==> config.mk <==
export PLATFORM = sky130hd
export DESIGN_NAME = mem_stage
export DESIGN_NICKNAME = d
export VERILOG_FILES = /design/src/rtl/mem_stage.sv
export SDC_FILE = /design/constraint.sdc
export NUM_CORES = 1
export LEC_CHECK = 0
export CAP_MARGIN = 20
export CORE_MARGIN = 8
export CORE_UTILIZATION = 35
export CTS_BUF_LIST = sky130_fd_sc_hd__clkbuf_16
export CTS_CLUSTER_SIZE = 14
export DETAILED_ROUTE_END_ITERATION = 8
export PLACE_DENSITY = 0.72
export SLEW_MARGIN = 0
export SYNTH_ARGS = -nofsm -noshare
export SYNTH_HDL_FRONTEND = slang
export SYNTH_SLANG_ARGS = --single-unit
export TNS_END_PERCENT = 50
==> constraint.sdc <==
create_clock -name clk -period 4 [get_ports clk]
set_clock_uncertainty 0.1 [all_clocks]
set_input_delay 0.4 -clock clk [delete_from_list [all_inputs] [get_ports clk]]
set_output_delay 0.4 -clock clk [all_outputs]
set_load 0.01 [all_outputs]
==> src/rtl/mem_stage.sv <==
// mem_stage: dual-issue memory stage. It holds one EX/MEM pipeline register,
// extracts load data for the single loading slot, and keeps a hold buffer so
// load data survives a downstream stall.
module mem_stage #(
  parameter int unsigned SLOT_IN_WD  = 75,
  parameter int unsigned SLOT_OUT_WD = 71
) (
  input  logic                        clk,
  input  logic                        rst,
  input  logic                        flush,
  input  logic [5:0]                  stall,
  input  logic [2*SLOT_IN_WD-1:0]     ex_to_mem_bus,
  input  logic [31:0]                 data_sram_rdata,
  output logic [2*SLOT_OUT_WD-1:0]    mem_to_wb_bus,
  output logic [75:0]                 mem_to_rf_bus
);

  // Field positions inside one EX-to-MEM slot (LSB first)
  localparam int unsigned LD_TYPE_LSB = 0;
  localparam int unsigned LD_EN_BIT   = 3;
  localparam int unsigned RES_LSB     = 4;
  localparam int unsigned WADDR_LSB   = 36;
  localparam int unsigned WE_BIT      = 41;
  localparam int unsigned PC_LSB      = 42;
  localparam int unsigned VALID_BIT   = SLOT_IN_WD - 1;
  localparam int unsigned RF_SLOT_WD  = 38;

  logic [2*SLOT_IN_WD-1:0] stage_q;
  logic [31:0]             hold_data;
  logic                    hold_valid;

  logic [SLOT_IN_WD-1:0]   s1;
  logic [SLOT_IN_WD-1:0]   s2;
  logic                    ld_s1;
  logic                    ld_s2;
  logic                    ld_pending;
  logic [1:0]              ld_off;
  logic [2:0]              ld_type;
  logic [31:0]             rdata_src;
  logic [31:0]             ld_data;

  // Stall bits owned by other stages are not used here
  logic unused_stall;
  assign unused_stall = ^{stall[5], stall[2:0]};

  // Byte/halfword/word extraction with sign or zero extension
  function automatic logic [31:0] extract(input logic [2:0]  t,
                                          input logic [1:0]  off,
                                          input logic [31:0] w);
    logic [7:0]  b;
    logic [15:0] h;
    logic [31:0] r;
    case (off)
      2'd0:    b = w[7:0];
      2'd1:    b = w[15:8];
      2'd2:    b = w[23:16];
      default: b = w[31:24];
    endcase
    h = off[1] ? w[31:16] : w[15:0];
    case (t)
      3'b000:  r = {{24{b[7]}}, b};
      3'b001:  r = {24'd0, b};
      3'b010:  r = {{16{h[15]}}, h};
      3'b011:  r = {16'd0, h};
      3'b100:  r = w;
      default: r = 32'd0;
    endcase
    return r;
  endfunction

  // Stage register: flush > capture > bubble > hold
  always_ff @(posedge clk or negedge rst) begin
    if (!rst) begin
      stage_q <= '0;
    end else if (flush) begin
      stage_q <= '0;
    end else if (!stall[3]) begin
      stage_q <= ex_to_mem_bus;
    end else if (!stall[4]) begin
      stage_q <= '0;
    end
  end

  // Hold buffer: latch the SRAM word once while a load is stuck in this stage
  always_ff @(posedge clk or negedge rst) begin
    if (!rst) begin
      hold_valid <= 1'b0;
      hold_data  <= 32'd0;
    end else if (flush) begin
      hold_valid <= 1'b0;
      hold_data  <= 32'd0;
    end else if (!stall[4]) begin
      hold_valid <= 1'b0;
    end else if (ld_pending && !hold_valid) begin
      hold_valid <= 1'b1;
      hold_data  <= data_sram_rdata;
    end
  end

  // Select the loading slot (slot1 wins) and extract its data
  always_comb begin
    s1         = stage_q[SLOT_IN_WD-1:0];
    s2         = stage_q[2*SLOT_IN_WD-1:SLOT_IN_WD];
    ld_s1      = s1[VALID_BIT] & s1[LD_EN_BIT];
    ld_s2      = s2[VALID_BIT] & s2[LD_EN_BIT] & ~ld_s1;
    ld_pending = ld_s1 | ld_s2;
    ld_off     = ld_s1 ? s1[RES_LSB +: 2] : s2[RES_LSB +: 2];
    ld_type    = ld_s1 ? s1[LD_TYPE_LSB +: 3] : s2[LD_TYPE_LSB +: 3];
    rdata_src  = hold_valid ? hold_data : data_sram_rdata;
    ld_data    = extract(ld_type, ld_off, rdata_src);
  end

  // Assemble WB and forwarding buses; invalid slots read as zero
  always_comb begin
    logic [SLOT_IN_WD-1:0] slot;
    logic                  win;
    logic [31:0]           wdata;
    mem_to_wb_bus = '0;
    mem_to_rf_bus = '0;
    slot          = '0;
    win           = 1'b0;
    wdata         = 32'd0;
    for (int i = 0; i < 2; i++) begin
      slot  = stage_q[i*SLOT_IN_WD +: SLOT_IN_WD];
      win   = (i == 0) ? ld_s1 : ld_s2;
      wdata = win ? ld_data : slot[RES_LSB +: 32];
      if (slot[VALID_BIT]) begin
        mem_to_wb_bus[i*SLOT_OUT_WD +: SLOT_OUT_WD] =
          {1'b1, slot[PC_LSB +: 32], slot[WE_BIT], slot[WADDR_LSB +: 5], wdata};
        mem_to_rf_bus[i*RF_SLOT_WD +: RF_SLOT_WD] =
          {slot[WE_BIT], slot[WADDR_LSB +: 5], wdata};
      end
    end
  end

endmodule

# Word-level counts from Yosys, hierarchy flattened
# Index checks and enable logic that the tools add are counted.
# word_totals
ff_bits	183
latchBits	0
mem_bits_rw	0
romBits	0
in_bits	191
word_cells	44
n_memories	0
# op_classes
add_sub_neg	0
mul	0
div_mod_pow	0
order_cmp	0
eq_ne	8
shifts	0
mux	21
bitwise_logic	5
n_reduce_logical	7
# ops
op	count
150-bit 2-to-1 mux	3
32-bit 2-to-1 mux	6
32-bit one-hot mux with 5 select lines	1
71-bit 2-to-1 mux	2
38-bit 2-to-1 mux	2
8-bit one-hot mux with 3 select lines	1
16-bit 2-to-1 mux	1
3-bit by 2-bit == test with 1-bit output, second input constant	2
2-bit nonzero test	2
1-bit bitwise AND	3
3-bit by 1-bit == test with 1-bit output, second input constant	1
3-bit == test, second input constant	1
3-bit zero test	1
1-bit 2-to-1 mux	3
3-bit 2-to-1 mux	1
3-bit by 2-bit inequality test with 1-bit output, second input constant	1
3-bit inequality test, second input constant	1
2-bit by 1-bit == test with 1-bit output, second input constant	1
2-bit == test, second input constant	1
2-bit zero test	1
2-bit 2-to-1 mux	1
2-bit AND reduction	1
1-bit logical AND	1
1-bit zero test	1
2 further kinds	2

# Logic depth before layout (Yosys ltp)
# Gate-level depths: netlist of the first run.
# depth
depth_word	8
ltp_mapped	9

# Worst setup path before layout of the first run
# No wires, ideal clock.
# synth_path
path_type	register to output
startpoint	reg stage_q[74]
endpoint	out mem_to_wb_bus[16]
arrival_ps	2024
required_time_ps	3500
setup_slack_ps	1476
path_stages_with_launch	9
n_path_buf	3
cell_sequence	dfrtp_1 -> buf_6 -> a21bo_1 -> and3_4 -> nor4_4 -> a311oi_4 -> buf_6 -> a31oi_1 -> buf_4
# synth_via
elab_chain_len	7
elab_cells_between_ends	16
cone_classes	eq/ne: 6; mux: 7; bitwise: 1; reduce/logical: 2
# synth_lines
element	line_no	rtl
start: declaration	28	logic [2*SLOT_IN_WD-1:0] stage_q;
start signal: assignment	78	stage_q <= ex_to_mem_bus;
1-bit bitwise AND	104	ld_s1 = s1[VALID_BIT] & s1[LD_EN_BIT];
2-bit 2-to-1 mux	107	ld_off = ld_s1 ? s1[RES_LSB +: 2] : s2[RES_LSB +: 2];
2-bit == test, or another cell as far along	53	case (off)
8-bit one-hot mux with 3 select lines	53	
32-bit one-hot mux with 5 select lines	60	case (t)
32-bit 2-to-1 mux	126	wdata = win ? ld_data : slot[RES_LSB +: 32];
71-bit 2-to-1 mux (*)	127	if (slot[VALID_BIT]) begin
end: declaration	14	output logic [2*SLOT_OUT_WD-1:0] mem_to_wb_bus,
# Every way passes the cells marked *; elsewhere a longest branch is shown, timed or not.

# Worst setup path in the final report of the first run
# layout_path
startpoint	reg stage_q[74]
endpoint	out mem_to_rf_bus[67]
# layout_via
elab_chain_len	7
elab_cells_between_ends	18
cone_classes	eq/ne: 6; mux: 7; bitwise: 3; reduce/logical: 2
# layout_lines
element	line_no	rtl
1-bit bitwise AND (*)	104	
2-bit 2-to-1 mux	107	
2-bit == test, or another cell as far along	53	
8-bit one-hot mux with 3 select lines	53	
32-bit one-hot mux with 5 select lines	60	
32-bit 2-to-1 mux (*)	126	
38-bit 2-to-1 mux (*)	127	
end: declaration	15	output logic [75:0] mem_to_rf_bus
# Marked as above.

==> results of run 1 <==
## kinds of logic after synthesis
kind of cell / count (synthesis) / share of synthesized area (%)
flip-flops: 183 / 47.16
buffers and inverters: 167 / 10.12
multiplexers: 41 / 4.755
AND/OR/NAND/NOR: 209 / 11.24
AO/OA/AOI/OAI: 341 / 26.73
## power groups by stage
stage / combinational (mW) / clock (mW) / sequential [mW]
after global routing: 0.766 / 1.87 / 1.98
final: 0.715 / 1.75 / 1.97
after global placement: 0.703 / 0 / 2.01
after CTS: 0.718 / 1.79 / 1.97
after floorplan: 0.335 / 0 / 1.99
after detailed placement: 0.715 / 0 / 2.01
## cell usage after synthesis (2+ instances only)
master                       n  share of area [%]
sky130_fd_sc_hd__a21bo_1     2               0.21
sky130_fd_sc_hd__a21oi_1    65                3.4
sky130_fd_sc_hd__a21oi_4     3               0.50
sky130_fd_sc_hd__a22o_1    150                 14
sky130_fd_sc_hd__a22oi_1     8               0.62
sky130_fd_sc_hd__a31oi_1    48                3.1
sky130_fd_sc_hd__a41oi_1     8               0.72
sky130_fd_sc_hd__a41oi_2    10                1.7
sky130_fd_sc_hd__and2_1     77                5.0
sky130_fd_sc_hd__and3b_1     2               0.18
sky130_fd_sc_hd__and4b_1     2               0.21
sky130_fd_sc_hd__buf_1       4               0.15
sky130_fd_sc_hd__buf_2       8               0.41
sky130_fd_sc_hd__buf_4      78                6.0
sky130_fd_sc_hd__buf_6       7               0.81
sky130_fd_sc_hd__clkbuf_1   68                2.6
sky130_fd_sc_hd__dfrtp_1   183                 47
sky130_fd_sc_hd__inv_1       2              0.077
sky130_fd_sc_hd__mux2_2     37                4.3
sky130_fd_sc_hd__mux2i_1     3               0.31
sky130_fd_sc_hd__nand2_1    98                3.8
sky130_fd_sc_hd__nand2b_1    8               0.52
sky130_fd_sc_hd__nand3_1     2               0.10
sky130_fd_sc_hd__nor2_1      8               0.31
sky130_fd_sc_hd__o211ai_1    8               0.62
sky130_fd_sc_hd__o21ai_0    32                1.6
sky130_fd_sc_hd__or3_1       3               0.19
## placed cells by master (no fill, tap or decap), drive strengths merged, types with 2 or more instances in the layout
| cell | n |
|---|---|
| a21bo | 2 |
| a21oi | 69 |
| a22o | 150 |
| a22oi | 8 |
| a31oi | 49 |
| a41oi | 18 |
| and2 | 77 |
| and3 | 2 |
| and3b | 2 |
| and4b | 2 |
| buf | 18 |
| clkbuf | 18 |
| clkdlybuf4s50 | 403 |
| clkinv | 7 |
| dfrtp | 183 |
| inv | 9 |
| mux2 | 38 |
| mux2i | 3 |
| nand2 | 99 |
| nand2b | 8 |
| nand3 | 2 |
| nor2 | 9 |
| nor4 | 2 |
| o211ai | 8 |
| o21ai | 33 |
| or3 | 3 |
## timing repair
item	in CTS	in global routing
gates resized for setup	1	2
pin swaps	0	0
hold buffers	0	0
endpoints found under the setup margin	17	2
## per-layer routing
metal | vias up | global-route usage (%) | routed length [µm]
li1 | 3924 | - | -
met1 | 4267 | 27.04 | 15120
met2 | 446 | 34.88 | 17700
met3 | 58 | 9.028 | 3960
met4 | 10 | 7.707 | 965
met5 | - | 0 | 69
## state kept, by name, indices dropped and copies added, names as in the netlist
register	flops
hold_data	32
stage_q	150
hold_valid	1
## critical path, stage by stage (launching register included)
cell,delay (ns)
sky130_fd_sc_hd__dfrtp_2,0.51
sky130_fd_sc_hd__a21bo_1,0.26
sky130_fd_sc_hd__and2_1,0.51
sky130_fd_sc_hd__a21oi_4,0.16
sky130_fd_sc_hd__a311oi_4,0.27
sky130_fd_sc_hd__buf_4,0.39
sky130_fd_sc_hd__a31oi_1,0.23
sky130_fd_sc_hd__clkdlybuf4s50_1,0.54
## through the flow
| step | power, mW | worst slack [ns] | cell area, µm² |
|---|---|---|---|
| CTS | 4.483 | 0.06549 | 14060 |
| finish | 4.442 | 0.1930 | 14070 |
| detailed placement | 2.722 | 0.2879 | 13440 |
| global placement | 2.709 | 0.3175 | 13440 |
| floorplan | 2.322 | 1.476 | 9709 |
| global route | 4.624 | 0.02998 | 14070 |
## cell type report
cell class / instances / area [µm²] / area share, %
flip-flops and latches: 183 / 4584 / 32.58
repair buffers: 422 / 4208 / 29.91
diodes: 1 / 2.502 / 0.01779
clock buffers: 17 / 425.4 / 3.024
multi-input cells: 591 / 4182 / 29.72
inverters: 2 / 7.507 / 0.05336
well taps: 378 / 473.0 / 3.362
clock inverters: 15 / 187.7 / 1.334
## path summary, 6_finish.rpt
| kind | start | end | slack (ns) | cells past startpoint |
|---|---|---|---|---|
| max reg2reg | hold_valid | hold_data[19] | 2.05 | 5 |
| max | stage_q[74] | mem_to_rf_bus[67] | 0.19 | 7 |
| max in group asynchronous | rst | stage_q[127] | 2.91 | 2 |
| min | rst | stage_q[82] | -0.05 | 1 |
| min reg2reg | stage_q[50] | stage_q[50] | 0.40 | 1 |
| min in group clk | stage_q[50] | stage_q[50] | 0.40 | 1 |
==> reports/summary.txt, run 1 <==
======================================================================================
Result of the run ....................................................... finished with violations
Violations in the final reports ......................................... negative hold slack
Die extent in x .........................................................     182.6 µm
Die extent in y .........................................................     182.6 µm
Maximum buffer depth of the clock tree ..................................            2
H-tree depth reported by CTS ............................................            4
Power Dens Cells ........................................................ 315.7 mW/mm²
Total instance count after detailed placement ...........................         1576
Critical path class ..................................................... flop to primary output
Layout cells sized above 1 ..............................................       9.512%
Mapped Avg Cell Area ....................................................    10.32 µm²
Final instance count without filler cells ...............................         1609
Detailed Place HPWL .....................................................     27470 µm
Number of register bits inferred by synthesis ...........................          183
Endpoint required time on the critical path .............................      3.50 ns
Routed WL ...............................................................     37810 µm
Critical path fanouts, max ..............................................           32
Clk network pwr share ...................................................        39.5%
Slew at the pin closest to its max-slew limit ...........................    0.8750 ns
Final clock period utilization by the worst path ........................       95.18%
Overall global routing resource usage ...................................       22.16%
Effective utilization at floorplan ......................................       35.24%
Gate Count Post-Synth ...................................................          941
Fraction of power spent switching nets ..................................       28.18%
Area growth, synth to finish ............................................       44.91%
Comb pwr share ..........................................................        16.1%
Clock Latency Late Sink .................................................      0.43 ns
Floorplan die area ......................................................  0.03333 mm²
Number of global-route vias before repair ...............................         9066
Number of flops mapped to enable cells by yosys .........................            0
CTS root buf ............................................................ sky130_fd_sc_hd__clkbuf_16
Number of nets with antenna violations after routing ....................            0
Setup repair after global routing missed its margin .....................        false
Pin count of the biggest net entering global routing ....................          151
Number of port buffers ..................................................          404
Routed vias .............................................................         8705
DRC violations left .....................................................            0
Number of clock sinks seen by CTS .......................................          183
Sequential share of power ...............................................        44.4%
Wire length of the first global-routing pass ............................     56790 µm
Share of async-settable or async-resettable flops after synthesis .......       100.0%
Static leakage ..........................................................     5.719 nW
Average routed wire per standard cell ...................................     23.50 µm
TritonCTS clock tree ....................................................         done
Number of placement rows ................................................           61
Final worst path period need ............................................     3.807 ns
Arrival time reported for the critical path endpoint ....................      3.31 ns
Total Neg Setup Slack ...................................................         0 ns
Most used DFF post-synth ................................................ sky130_fd_sc_hd__dfrtp_1
Yosys warns .............................................................            0
Layout Nets .............................................................         1408
Number of top-level pins ................................................          409
Mapped Area ............................................................. 0.009709 mm²
Number of distinct standard cells referenced by the synthesized netlist .           44
Gpl congestion ..........................................................       0.8706
Via density per instance ................................................        5.410
Total count of hold-check failures in the final report ..................           36
Number of setup buffers added after CTS .................................            0
Violation count after the first detailed-routing iteration ..............          657
Filler cell count in the final layout ...................................         2458
Max Slew Vio Count ......................................................            0
Sequential cell area fraction in the yosys report .......................       47.16%
Floorplan Core Area .....................................................  0.02755 mm²
Utilization after layout ................................................       51.06%
Max IR drop VDD .........................................................    0.2394 mV
Worst hold slack ........................................................  -0.04554 ns
CTS Buf Count ...........................................................           17
Critical Path End Type .................................................. primary output
Maximum achievable frequency ............................................    262.7 MHz
Number of optimization iterations in the first detailed-route pass ......            5
Net count after synthesis ...............................................         1132
Total of endpoints with negative setup slack in the final report ........            0
Nature of the critical path startpoint ..................................         flop
Clock slew seen by the registers of the worst setup and hold paths ......      0.08 ns
Power Internal ..........................................................     3.190 mW
Reported net switching power ............................................     1.252 mW
Overall overflow remaining after global route ...........................            0
Initial antenna violation count .........................................            6
Max-cap violation count .................................................            0
Worst hold-check path type .............................................. primary input to async pin
Max_slew headroom .......................................................       41.66%
======================================================================================
No activity file was read; power rests on OpenSTA's default activity.
==> inputs of run 2 (changes only) <==
Settings changed: CTS_BUF_LIST sky130_fd_sc_hd__clkbuf_16 to sky130_fd_sc_hd__clkbuf_8.
==> run 2 against run 1 <==
Against the previous run: global-route usage is 0.059 points higher; largest power group unchanged; the flow now finishes without violations; setup slack better by 0.059 ns; largest cell class unchanged; register-to-register slack hardly changed; die area stayed put; critical path type unchanged; clock power is 24% lower; highest routed layer unchanged.
==> reports/summary.txt, run 2 (synthesis results as in run 1) <==
=================================================================================
Number of clock sinks seen by CTS ..................................          183   unchanged
Worst hold slack ...................................................    0.4044 ns   was -0.04554 ns
Clock Latency Late Sink ............................................      0.46 ns   was 0.43 ns
Number of global-route vias before repair ..........................         9061   was 9066
Slowest-stage cell, CP ............................................. sky130_fd_sc_hd__clkdlybuf4s50_1   unchanged
Static leakage .....................................................     5.636 nW   was 5.719 nW
Maximum achievable frequency .......................................    266.8 MHz   was 262.7 MHz
Endpoint required time on the critical path ........................      3.50 ns   about the same
Clock slew seen by the registers of the worst setup and hold paths .      0.11 ns   was 0.08 ns
Start point of the critical path ...................................   stage_q[3]   was stage_q[74]
Leading cell types in the layout, fill and taps excluded ........... sky130_fd_sc_hd__clkdlybuf4s50_1 (403), sky130_fd_sc_hd__dfrtp_1 (179), sky130_fd_sc_hd__a22o_1 (150)   unchanged
Max IR drop VDD ....................................................    0.1610 mV   was 0.2394 mV
Gpl congestion .....................................................       0.8706   unchanged
Max-cap violation count ............................................            0   unchanged
Die extent in y ....................................................     182.6 µm   unchanged
Total count of hold-check failures in the final report .............            0   was 36
Number of optimization iterations in the first detailed-route pass .            5   unchanged
H-tree depth reported by CTS .......................................            4   unchanged
Worst hold-check path type ......................................... primary input to flop   was primary input to async pin
Initial antenna violation count ....................................            6   unchanged
Nature of the critical path startpoint .............................         flop   unchanged
Detailed Place HPWL ................................................     27470 µm   unchanged
Number of nets with antenna violations after routing ...............            0   unchanged
Pin count of the biggest net entering global routing ...............          151   unchanged
Slew at the pin closest to its max-slew limit ......................    0.8842 ns   was 0.8750 ns
Power Dens Cells ................................................... 289.5 mW/mm²   was 315.7 mW/mm²
Layout cells sized above 1 .........................................       9.586%   was 9.512%
Arrival time reported for the critical path endpoint ...............      3.25 ns   was 3.31 ns
Max Slew Vio Count .................................................            0   unchanged
Effective utilization at floorplan .................................       35.24%   unchanged
Average routed wire per standard cell ..............................     23.53 µm   was 23.50 µm
Via density per instance ...........................................        5.419   was 5.410
Overall global routing resource usage ..............................       22.21%   was 22.16%
Violation count after the first detailed-routing iteration .........          672   was 657
Number of flip-flops in the largest register .......................          150   unchanged
Biggest registers after layout ..................................... stage_q x150, hold_data x32, hold_valid x1   unchanged
Wire length of the first global-routing pass .......................     56930 µm   was 56790 µm
CTS Buf Count ......................................................           17   unchanged
Total Neg Setup Slack ..............................................         0 ns   unchanged
Result of the run .................................................. finished clean   was finished with violations
Setup repair after global routing missed its margin ................        false   unchanged
Total of endpoints with negative setup slack in the final report ...            0   unchanged
Routed WL ..........................................................     37880 µm   was 37810 µm
Hold path start .................................................... data_sram_rdata[21]
Number of port buffers .............................................          404   unchanged
Max stage delay on crit path .......................................      0.64 ns   was 0.54 ns
Critical path class ................................................ flop to primary output   unchanged
Layout Nets ........................................................         1409   was 1408
Critical path fanouts, max .........................................           32   unchanged
Critical Path End Type ............................................. primary output   unchanged
Number of top-level pins ...........................................          409   unchanged
Most common library cell in the layout ignoring fill and taps ...... sky130_fd_sc_hd__clkdlybuf4s50_1   unchanged
Largest reg by FF count ............................................      stage_q   unchanged
Floorplan die area .................................................  0.03333 mm²   unchanged
Floorplan Core Area ................................................  0.02755 mm²   unchanged
Area growth, synth to finish .......................................       43.05%   was 44.91%
TritonCTS clock tree ...............................................         done   unchanged
Final worst path period need .......................................     3.748 ns   was 3.807 ns
DRC violations left ................................................            0   unchanged
Routed vias ........................................................         8724   was 8705
Number of setup buffers added after CTS ............................            0   unchanged
CTS root buf ....................................................... sky130_fd_sc_hd__clkbuf_8   was sky130_fd_sc_hd__clkbuf_16
Maximum buffer depth of the clock tree .............................            2   unchanged
Max_slew headroom ..................................................       41.05%   was 41.66%
R2R Path Start .....................................................   hold_valid   unchanged
Overall overflow remaining after global route ......................            0   unchanged
Final clock period utilization by the worst path ...................       93.71%   was 95.18%
Number of placement rows ...........................................           61   unchanged
Cell Chain, Critical Path .......................................... a211oi_1 -> o211ai_1 -> nor4_4 -> a311oi_4 -> buf_4 -> a31oi_1 -> clkdlybuf4s50_1   was a21bo_1 -> and2_1 -> a21oi_4 -> a311oi_4 -> buf_4 -> a31oi_1 -> clkdlybuf4s50_1
Die extent in x ....................................................     182.6 µm   unchanged
=================================================================================
run 2: cell count changes in the layout (fill, tap and decap cells not counted):
| cell | delta |
|---|---|
| sky130_fd_sc_hd__clkbuf_16 | -17 |
| sky130_fd_sc_hd__and2_2 | +1 |
| sky130_fd_sc_hd__dlygate4sd3_1 | +1 |
| sky130_fd_sc_hd__clkbuf_8 | +17 |
| sky130_fd_sc_hd__and2_1 | -1 |
run 2: critical path, delay by kind of cell (launching register included):
| family | cells | cell delay, ns |
|---|---|---|
| buffers and inverters | 2 | 0.91 |
| and+or+nand+nor | 1 | 0.33 |
| AOI/OAI and AO/OA | 4 | 1.02 |
| DFF | 1 | 0.51 |
run 2: layer usage:
| layer | part of all wire, % | GRT usage (%) |
|---|---|---|
| met1 | 40 | 27.42 |
| met2 | 47 | 34.70 |
| met3 | 10 | 8.829 |
| met4 | 2.7 | 7.871 |
| met5 | 0.18 | 0 |
run 2: cell type report:
type	instances	area [µm²]
fillers	2481	13660
repair buffers	423	4218
inverters	2	7.507
clock buffers	17	234.0
well taps	378	473.0
flip-flops and latches	183	4584
multi-input cells	591	4183
diodes	1	2.502
clock inverters	15	187.7
run 2: power by group:
group / internal (mW) / leakage, nW / switching (mW)
clock: 0.535 / 0.215 / 0.795
sequential: 1.92 / 2.46 / 0.0506
combinational: 0.364 / 2.96 / 0.353
run 2: worst paths after layout:
| check | end | slack, ns | cells after the start |
|---|---|---|---|
| worst min register to register | stage_q[50] | 0.40 | 1 |
| worst min-delay path | hold_data[21] | 0.40 | 3 |
| worst max register to register | hold_data[19] | 2.04 | 5 |
| min in group asynchronous | stage_q[82] | 0.47 | 2 |
| max in group asynchronous | stage_q[127] | 2.38 | 3 |
| worst max-delay path | mem_to_wb_bus[31] | 0.25 | 7 |
run 2: stage by stage:
step | cell area [µm²] | total power, mW | setup WS [ns] | utilization, % | std cells
finish | 13890 | 4.021 | 0.2517 | 50.41 | 1610
global route | 13890 | 4.209 | 0.05263 | 50.41 | 1610
CTS | 13880 | 4.063 | 0.005070 | 50.37 | 1609
detailed placement | 13440 | 2.722 | 0.2879 | 48.77 | 1576
global placement | 13440 | 2.709 | 0.3175 | 48.77 | 1576
floorplan | 9709 | 2.322 | 1.476 | - | 941
run 2: timing repair:
item	in CTS	in global routing
cloned	0	0
gates resized for setup	1	3
hold buffers	1	0
setup endpoints to repair	28	15
hold endpoints to repair	92	0
==> inputs of run 3 (changes only) <==
Settings changed: SETUP_SLACK_MARGIN set to 0.5.
==> run 3 against run 2 <==
Against the previous run: clock-buffer cell count unchanged; largest cell class unchanged; routed wire length increased by 0.66%; global-route usage increased by 0.089 points; fmax increased by 3.8%; final area increased by 1.6%; utilization increased by 0.83 points; via count increased by 1.0%; critical path depth increased by 1; largest power group unchanged.
==> reports/summary.txt, run 3 (synthesis results as in run 1) <==
=================================================================================
Result of the run .................................................. finished clean   unchanged
Area growth, synth to finish .......................................       45.41%   was 43.05%
Worst hold-check path type ......................................... primary input to flop   unchanged
Sequential share of power ..........................................        48.7%   was 49.1%
Leading cell types in the layout, fill and taps excluded ........... sky130_fd_sc_hd__clkdlybuf4s50_1 (394), sky130_fd_sc_hd__dfrtp_1 (179), sky130_fd_sc_hd__a22o_1 (150)   was sky130_fd_sc_hd__clkdlybuf4s50_1 (403), sky130_fd_sc_hd__dfrtp_1 (179), sky130_fd_sc_hd__a22o_1 (150)
Clock slew seen by the registers of the worst setup and hold paths .      0.11 ns   about the same
Max-cap violation count ............................................            0   unchanged
Final worst path period need .......................................     3.611 ns   was 3.748 ns
Pin count of the biggest net entering global routing ...............          151   unchanged
Gpl congestion .....................................................       0.8706   unchanged
Most common library cell in the layout ignoring fill and taps ...... sky130_fd_sc_hd__clkdlybuf4s50_1   unchanged
Routed vias ........................................................         8812   was 8724
Critical path fanouts, max .........................................           32   unchanged
Initial antenna violation count ....................................            6   unchanged
Violation count after the first detailed-routing iteration .........          656   was 672
Comb pwr share .....................................................        18.3%   was 17.8%
Total Neg Setup Slack ..............................................         0 ns   unchanged
Critical Path End Type ............................................. primary output   unchanged
Power Internal .....................................................     2.837 mW   was 2.823 mW
Max Slew Vio Count .................................................            0   unchanged
Fraction of power spent switching nets .............................       30.04%   was 29.80%
Biggest registers after layout ..................................... stage_q x150, hold_data x32, hold_valid x1   unchanged
Die extent in y ....................................................     182.6 µm   unchanged
Arrival time reported for the critical path endpoint ...............      3.11 ns   was 3.25 ns
Hold path start .................................................... data_sram_rdata[21]   unchanged
Static leakage .....................................................     5.780 nW   was 5.636 nW
Reported net switching power .......................................     1.218 mW   was 1.198 mW
Layout cells sized above 1 .........................................       11.95%   was 9.586%
Maximum buffer depth of the clock tree .............................            2   unchanged
Layout Nets ........................................................         1416   was 1409
Number of port buffers .............................................          404   unchanged
Setup repair after global routing missed its margin ................         true   was false
Number of optimization iterations in the first detailed-route pass .            5   unchanged
Maximum achievable frequency .......................................    276.9 MHz   was 266.8 MHz
Cells on worst reg2reg path ........................................            6   was 5
CTS Buf Count ......................................................           17   unchanged
Number of top-level pins ...........................................          409   unchanged
Clock Latency Late Sink ............................................      0.46 ns   about the same
Cell family with most CP delay ..................................... buffers and inverters   was compound AO/OA/AOI/OAI gates
Max stage delay on crit path .......................................      0.55 ns   was 0.64 ns
Floorplan Core Area ................................................  0.02755 mm²   unchanged
Placement Setup Slack ..............................................    0.2879 ns   unchanged
Total count of hold-check failures in the final report .............            0   unchanged
Hold-critical path endpoint ........................................ hold_data[21]   unchanged
CTS root buf ....................................................... sky130_fd_sc_hd__clkbuf_8   unchanged
Floorplan die area .................................................  0.03333 mm²   unchanged
Hold Path Depth ....................................................            3   unchanged
Final clock period utilization by the worst path ...................       90.28%   was 93.71%
Die extent in x ....................................................     182.6 µm   unchanged
Total instance count after detailed placement ......................         1576   unchanged
Utilization after layout ...........................................       51.24%   was 50.41%
Minimum setup slack among reg-to-reg paths .........................      2.18 ns   was 2.04 ns
Nature of the critical path startpoint .............................         flop   unchanged
Overall global routing resource usage ..............................       22.30%   was 22.21%
Detailed Place HPWL ................................................     27470 µm   unchanged
Endpoint of the worst register-to-register path .................... hold_data[19]   unchanged
Average routed wire per standard cell ..............................     23.58 µm   was 23.53 µm
Setup WS post-layout ...............................................    0.3888 ns   was 0.2517 ns
Clk network pwr share ..............................................        33.0%   was 33.1%
Total of endpoints with negative setup slack in the final report ...            0   unchanged
Critical path class ................................................ flop to primary output   unchanged
TritonCTS clock tree ...............................................         done   unchanged
Overall overflow remaining after global route ......................            0   unchanged
CP Buf/Inv Count ...................................................            3   was 2
H-tree depth reported by CTS .......................................            4   unchanged
Number of nets with antenna violations after routing ...............            0   unchanged
Effective utilization at floorplan .................................       35.24%   unchanged
Endpoint required time on the critical path ........................      3.50 ns   about the same
Number of global-route vias before repair ..........................         9142   was 9061
R2R Path Start .....................................................  stage_q[74]   was hold_valid
Max_slew headroom ..................................................       41.35%   was 41.05%
DRC violations left ................................................            0   unchanged
Routed WL ..........................................................     38130 µm   was 37880 µm
Number of flip-flops in the largest register .......................          150   unchanged
Via density per instance ...........................................        5.450   was 5.419
Max IR drop VDD ....................................................    0.1610 mV   about the same
Final instance count without filler cells ..........................         1617   was 1610
Wire length of the first global-routing pass .......................     57180 µm   was 56930 µm
Slowest-stage cell, CP ............................................. sky130_fd_sc_hd__clkdlybuf4s50_1   unchanged
Slew at the pin closest to its max-slew limit ......................    0.8798 ns   was 0.8842 ns
Cell Chain, Critical Path .......................................... and4bb_4 -> o211ai_1 -> nor4_4 -> buf_4 -> a311oi_4 -> buf_12 -> a31oi_1 -> clkdlybuf4s50_1   was a211oi_1 -> o211ai_1 -> nor4_4 -> a311oi_4 -> buf_4 -> a31oi_1 -> clkdlybuf4s50_1
Number of placement rows ...........................................           61   unchanged
Power Dens Cells ................................................... 287.2 mW/mm²   was 289.5 mW/mm²
Largest reg by FF count ............................................      stage_q   unchanged
Number of clock sinks seen by CTS ..................................          183   unchanged
=================================================================================
## run 3: cell count changes in the layout (fill, tap and decap cells not counted), moves of 2 or more
cell / change
sky130_fd_sc_hd__clkdlybuf4s50_1: -9
sky130_fd_sc_hd__a31oi_2: +11
sky130_fd_sc_hd__a41oi_2: +5
sky130_fd_sc_hd__dlygate4sd2_1: +6
sky130_fd_sc_hd__buf_4: +4
sky130_fd_sc_hd__buf_12: +2
sky130_fd_sc_hd__a41oi_1: -5
sky130_fd_sc_hd__a31oi_1: -12
sky130_fd_sc_hd__dlymetal6s2s_1: +3
## run 3: final cells by class
cell class / count / area (µm²)
Fill cell: 2466 / 13430
Sequential cell: 183 / 4584
Multi-Input combinational cell: 591 / 4330
Timing Repair Buffer: 430 / 4299
Tap cell: 378 / 473.0
Clock buffer: 17 / 234.0
Clock inverter: 15 / 187.7
Inverter: 2 / 7.507
Antenna cell: 1 / 2.502
## run 3: routing by layer
layer | global-route usage, % | part of all wire (%)
met1 | 27.45 | 40
met2 | 35.00 | 47
met3 | 8.769 | 10
met4 | 7.904 | 3.0
met5 | 0 | 0.18
## run 3: through the flow
stage | power [mW] | hold slack, ns | cell area [µm²]
after global placement | 2.709 | 0.3791 | 13440
final | 4.055 | 0.4008 | 14120
after floorplan | 2.322 | 0.004409 | 9709
after CTS | 4.083 | 0.3712 | 14030
after global routing | 4.235 | 0.3799 | 14120
after detailed placement | 2.722 | 0.3829 | 13440
## run 3: tightest hold or removal path, stage by stage
cell	delay, ns
sky130_fd_sc_hd__clkdlybuf4s50_1	0.42
sky130_fd_sc_hd__nand2_1	0.06
sky130_fd_sc_hd__a21oi_1	0.05
## run 3: worst max path at each step
| stage | from | to | cells past startpoint |
|---|---|---|---|
| final | stage_q[74] | mem_to_wb_bus[28] | 8 |
| after global routing | stage_q[3] | mem_to_rf_bus[20] | 8 |
| after CTS | stage_q[74] | mem_to_wb_bus[101] | 8 |
| after detailed placement | data_sram_rdata[15] | mem_to_wb_bus[11] | 7 |
| after global placement | data_sram_rdata[15] | mem_to_wb_bus[13] | 7 |
| after floorplan | stage_q[74] | mem_to_wb_bus[16] | 8 |
## run 3: power groups by stage
| stage | clock network, mW | logic (mW) | registers (mW) |
|---|---|---|---|
| after detailed placement | 0 | 0.715 | 2.01 |
| after global routing | 1.46 | 0.795 | 1.98 |
| final | 1.34 | 0.742 | 1.98 |
| after floorplan | 0 | 0.335 | 1.99 |
| after global placement | 0 | 0.703 | 2.01 |
| after CTS | 1.37 | 0.739 | 1.97 |
## run 3: what timing repair did
| item | in CTS | in global routing |
|---|---|---|
| pin swaps | 4 | 0 |
| endpoints found under the hold margin | 92 | 0 |
| endpoints found under the setup margin | 125 | 120 |
| hold buffers | 1 | 0 |
| setup buffers | 7 | 0 |
| resized for setup | 27 | 15 |
